## src/rtl/core_seq_ctrl.sv

```systemverilog
// Multi-cycle sequencer for the RV64 NPC datapath.
// Walks each instruction through fetch, execute, optional load/store and
// write-back. It drives the memory handshakes and releases the RegisterFile
// and PC write enables exactly once per committed instruction.
//
// Handshake rule: a request is transferred on a rising edge where valid and
// ready are both high. valid is raised from a register and stays high, with
// constant attributes, until that edge. Responses are only looked at in the
// WAIT state that belongs to them.
module core_seq_ctrl #(
    parameter int unsigned TIMEOUT_CYC = 255
) (
    input  logic        clk,
    input  logic        rst_n,
    input  logic [63:0] pc_in,
    output logic        imem_req_valid,
    output logic [63:0] imem_req_addr,
    input  logic        imem_req_ready,
    input  logic        imem_rsp_valid,
    input  logic [31:0] imem_rsp_data,
    output logic [31:0] inst,
    input  logic        dec_is_mem,
    input  logic        dec_reg_write,
    input  logic        dec_ebreak,
    output logic        lsu_req_valid,
    input  logic        lsu_req_ready,
    input  logic        lsu_rsp_valid,
    output logic        reg_we,
    output logic        pc_we,
    output logic        halted,
    output logic        bus_err,
    output logic [63:0] instret
);

    typedef enum logic [2:0] {
        FETCH_REQ  = 3'd0,
        FETCH_WAIT = 3'd1,
        EXEC       = 3'd2,
        MEM_REQ    = 3'd3,
        MEM_WAIT   = 3'd4,
        WB         = 3'd5,
        HALT       = 3'd6,
        ERROR      = 3'd7
    } state_t;

    localparam logic [7:0] TMO_LAST = 8'(TIMEOUT_CYC - 1);
    localparam logic [31:0] NOP = 32'h0000_0013;

    state_t     state;
    state_t     state_nxt;
    logic [7:0] tmo_cnt;
    logic       in_timed;
    logic       launch;
    logic       tmo_hit;

    logic       imem_req_valid_nxt;
    logic       lsu_req_valid_nxt;
    logic       pc_we_nxt;
    logic       halted_nxt;
    logic       bus_err_nxt;

    // Only the handshake states are watched by the timeout counter. The cycle
    // right after reset (FETCH_REQ with the request not yet out) is not counted.
    assign in_timed = (state == FETCH_REQ) || (state == FETCH_WAIT) ||
                      (state == MEM_REQ)   || (state == MEM_WAIT);
    assign launch   = (state == FETCH_REQ) && !imem_req_valid;
    assign tmo_hit  = in_timed && !launch && (tmo_cnt == TMO_LAST);

    // State register.
    always_ff @(posedge clk or negedge rst_n) begin
        if (!rst_n) begin
            state <= FETCH_REQ;
        end else begin
            state <= state_nxt;
        end
    end

    // Next-state logic. A completed handshake takes priority over a timeout
    // that expires in the same cycle.
    always_comb begin
        state_nxt = state;
        case (state)
            FETCH_REQ:  if (imem_req_valid && imem_req_ready) state_nxt = FETCH_WAIT;
            FETCH_WAIT: if (imem_rsp_valid) state_nxt = EXEC;
            EXEC: begin
                if (dec_ebreak)      state_nxt = HALT;
                else if (dec_is_mem) state_nxt = MEM_REQ;
                else                 state_nxt = WB;
            end
            MEM_REQ:    if (lsu_req_valid && lsu_req_ready) state_nxt = MEM_WAIT;
            MEM_WAIT:   if (lsu_rsp_valid) state_nxt = WB;
            WB:         state_nxt = FETCH_REQ;
            HALT:       state_nxt = HALT;
            ERROR:      state_nxt = ERROR;
            default:    state_nxt = ERROR;
        endcase
        if ((state_nxt == state) && tmo_hit) begin
            state_nxt = ERROR;
        end
    end

    // Output decode from the next state. These values are registered so the
    // outputs stay glitch-free and are all zero while reset is applied.
    always_comb begin
        imem_req_valid_nxt = (state_nxt == FETCH_REQ);
        lsu_req_valid_nxt  = (state_nxt == MEM_REQ);
        pc_we_nxt          = (state_nxt == WB);
        halted_nxt         = (state_nxt == HALT);
        bus_err_nxt        = (state_nxt == ERROR);
    end

    // Output registers.
    always_ff @(posedge clk or negedge rst_n) begin
        if (!rst_n) begin
            imem_req_valid <= 1'b0;
            lsu_req_valid  <= 1'b0;
            pc_we          <= 1'b0;
            halted         <= 1'b0;
            bus_err        <= 1'b0;
        end else begin
            imem_req_valid <= imem_req_valid_nxt;
            lsu_req_valid  <= lsu_req_valid_nxt;
            pc_we          <= pc_we_nxt;
            halted         <= halted_nxt;
            bus_err        <= bus_err_nxt;
        end
    end

    // The IFU keeps pc_in constant until pc_we, so the address is stable while valid is high.
    assign imem_req_addr = imem_req_valid ? pc_in : 64'd0;
    // The write-back qualifier comes from the decoder of the latched instruction.
    assign reg_we        = pc_we & dec_reg_write;

    // Timeout counter: cleared on each state change, counts cycles spent in a handshake state.
    always_ff @(posedge clk or negedge rst_n) begin
        if (!rst_n) begin
            tmo_cnt <= 8'd0;
        end else if ((state_nxt != state) || !in_timed || launch) begin
            tmo_cnt <= 8'd0;
        end else begin
            tmo_cnt <= tmo_cnt + 8'd1;
        end
    end

    // Instruction latch: loaded only by a response that arrives in FETCH_WAIT.
    always_ff @(posedge clk or negedge rst_n) begin
        if (!rst_n) begin
            inst <= NOP;
        end else if ((state == FETCH_WAIT) && imem_rsp_valid) begin
            inst <= imem_rsp_data;
        end
    end

    // Retired-instruction counter. It advances once per WB and wraps naturally.
    always_ff @(posedge clk or negedge rst_n) begin
        if (!rst_n) begin
            instret <= 64'd0;
        end else if (state == WB) begin
            instret <= instret + 64'd1;
        end
    end

endmodule

```

## config.mk

```make
export PLATFORM = sky130hd
export DESIGN_NAME = core_seq_ctrl
export DESIGN_NICKNAME = d
export VERILOG_FILES = /design/src/rtl/core_seq_ctrl.sv
export SDC_FILE = /design/constraint.sdc
export NUM_CORES = 1
export LEC_CHECK = 0
export ABC_AREA = 1
export ABC_CLOCK_PERIOD_IN_PS = 3100
export CORE_ASPECT_RATIO = 0.7
export CORE_MARGIN = 1
export CORE_UTILIZATION = 37
export CTS_BUF_LIST = sky130_fd_sc_hd__clkbuf_16
export DETAILED_ROUTE_END_ITERATION = 8
export PLACE_DENSITY_LB_ADDON = 0.25
export SETUP_SLACK_MARGIN = 0.05
export SLEW_MARGIN = 0
export SYNTH_ARGS = -nofsm -noshare
export SYNTH_HDL_FRONTEND = slang
export SYNTH_SLANG_ARGS = --single-unit
```

## constraint.sdc

```tcl
create_clock -name clk -period 3.1 [get_ports clk]
set_input_delay 0.31 -clock clk [delete_from_list [all_inputs] [get_ports clk]]
set_output_delay 0.31 -clock clk [all_outputs]
set_load 0.02 [all_outputs]
```

==> qor.csv <==
metric,value,unit
DR iter-0 viols,621,
core area,17520,um2
CTS sink count,112,
Slew @ Worst Pin,0.6339,ns
Cells after Synth,947,
mapped cell area,6768,um2
DR vias,6780,
Netlist cell types,37,
# IOs,271,
CTS resizes,0,
Async SR Flop Fraction,100.0,%
fin crit period,2.401,ns
data arrival at the endpoint of the critical path,2.65,ns
drt drc,0,
sequential power share,50.2,%
CTS tree,built,
placed cell area,9722,um2
Cell Pwr Density,288.8,nW/um2
final period utilization,77.45,%
htree depth,3,
Tot Pwr,0.002905,W
Skew-Pair Late Insertion Delay,0.36,ns
Leak,4.807,nW
Synth Flop Type,dfrtp_1,
port bufs,270,
sequential fraction of the synthesis area,41.47,%
number of synthesized register bits,112,
syn_nets,1055,
Die H,115.2,um
clk buf depth,2,
switch share,21.01,%
DIE WIDTH,163.7,um
Combinational Power Share,5.7,%
vias in the first global route,6443,
fmax,416.5,MHz
crit path launch type,register,
GP Congestion,0.9890,
Post-Syn Area per Cell,7.147,um2
setup TNS,0,ns
first-pass GRT wire length,33.56,mm
RSZ-0062 raised after global routing,false,
Final Hold Vio Count,0,
worst-path fanout max,23,
number of CTS-inserted buffers,9,
Site Rows,40,
Root Driver,clkbuf_16,
die area,18850,um2
initial antenna violation count,0,
Hold Path Class,input pin to register,
Starting Density,38.64,%
total grt overflow,0,
Pint,0.002295,W
critical path data required time,3.35,ns
drt total wl,21.40,mm
design area,10060,um2
routed length per instance,14.75,um
fin nets,1323,
Fin Hold WS,0.4445,ns
outcome,"finished, final reports clean",
Slew Limit Fails,0,
area grow syn2layout,48.64,%
NetSw,0.0006105,W
Clock Skew,0.008798,ns
dpl hpwl,17.19,mm
clock power share,44.1,%
maximum number of pins on one net before global-route repair,68,
Vias/cell,4.673,
layout cells sized above 1,6.639,%
Final setup viols,0,
All-Layer GR Usage,22.96,%
Worst Setup End Kind,register,
VDD IR max,223.6,uV
Layout fillers,1656,
Post-synth EDFFs,0,
post-route ant nets,0,
First-pass DRT Iterations,7,
ant diodes,0,
max cap viols,0,
Yosys warnings,0,
clk slew on worst S/H paths,0.08,ns
slew margin rel.,57.74,%
critical path type,register to register,
## worst max-delay path, cell delays in order, from the launching register on
cell and delay, ns:
dfrtp_1 0.60, nand2_4 0.11, nor2_8 0.20, inv_2 0.21, nor2_4 0.23, nand2_2 0.12
nor2_4 0.17, nand2_4 0.09, nor2_8 0.15, nand3_2 0.13, nor2_2 0.13, nand2_1 0.06
nand2_1 0.06, nand2_1 0.05
## layout by cell type (no fill, tap or decap), drive strengths merged
cell and n:
a21oi 4, a31oi 2, and2 1, and3 2, buf 7, bufinv 2, clkbuf 9, clkdlybuf4s50 269
clkinv 2, clkinvlp 1, dfrtp 109, dfstp 3, dlygate4sd3 1, ha 3, inv 148, nand2 354
nand2b 1, nand3 45, nand3b 5, nand4 21, nor2 113, nor3 34, nor3b 1, nor4 4
o211ai 1, o21ai 20, o31ai 1, or2 1, xnor2 17, xor2 39
## power by group through the flow
stage | clock network, W | logic (W) | registers (W)
after CTS | 0.00131 | 0.000168 | 0.00146
after floorplan | 0 | 0.00000122 | 0.00149
after global routing | 0.00138 | 0.000179 | 0.00146
after global placement | 0 | 0.000166 | 0.00149
after detailed placement | 0 | 0.000166 | 0.00149
final | 0.00128 | 0.000164 | 0.00146
## per-stage QoR
| step | setup slack [ns] | cells | util (%) |
|---|---|---|---|
| floorplan | 1.191 | 947 | - |
| finish | 0.6990 | 1451 | 57.43 |
| global placement | 0.7769 | 1434 | 55.50 |
| global route | 0.5221 | 1451 | 57.43 |
| detailed placement | 0.7266 | 1434 | 55.50 |
| CTS | 0.6708 | 1451 | 57.43 |
## registers in the layout, summed over array words and instances, names as in the netlist
name,flops
inst,32
pc_we,1
halted,1
state,3
tmo_cnt,8
imem_req_valid,1
lsu_req_valid,1
instret,64
bus_err,1
## area by class of cell
class	instances	area, um2	share of cell area [%]
sequential	112	2808	27.91
timing repair buffer	277	2768	27.51
clock buffer	9	225.2	2.239
multi-input combinational	669	3317	32.97
tap	231	289.0	2.873
inverter	146	550.5	5.473
clock inverter	7	102.6	1.020
## logic make-up (layout without fill, tap and decap cells)
group	after synthesis	in the layout	share of synthesized area [%]
XOR/XNOR	56	56	7.247
AO/OA/AOI/OAI	28	28	2.182
buffers and inverters	166	439	9.521
flip-flops	112	112	41.47
adder cells (fa/ha/maj)	3	3	0.5547
AND/OR/NAND/NOR	582	582	39.03
## synth_stat cells, drive strengths merged, types with 4 or more instances
cell	number	area, um2
nand2	354	1399
inv	146	550.5
nor2	113	569.3
dfrtp	109	2728
nand3	45	260.3
xor2	39	341.6
nor3	34	180.2
nand4	21	131.4
o21ai	20	100.1
clkbuf	17	63.81
xnor2	17	148.9
nand3b	5	37.54
a21oi	4	20.02
nor4	4	25.02
## path summary, 6_finish.rpt
path                            depth (start not counted)             end  slack, ns              from
worst max-delay path                                   13     instret[39]       0.70          state[0]
worst min-delay path                                    3         inst[1]       0.44  imem_rsp_data[1]
worst max register to register                         13     instret[39]       0.70          state[0]
worst min register to register                          2         inst[4]       0.47           inst[4]
max in group asynchronous                               3  imem_req_valid       1.89             rst_n
min in group asynchronous                               2         inst[9]       0.46             rst_n
## routing by layer
| layer | up-vias | track usage (%) | share of wire (%) |
|---|---|---|---|
| li1 | 3425 | - | - |
| met1 | 3095 | 33.53 | 47 |
| met2 | 248 | 33.56 | 43 |
| met3 | 12 | 6.818 | 9.3 |
| met4 | 0 | 4.259 | 0.66 |
| met5 | - | 0 | 0 |
## what timing repair did
item	CTS	global route
buffers inserted	0	0
endpoints found under the hold margin	36	0
hold buffers	1	0
Power figures use the tool's default switching activity.
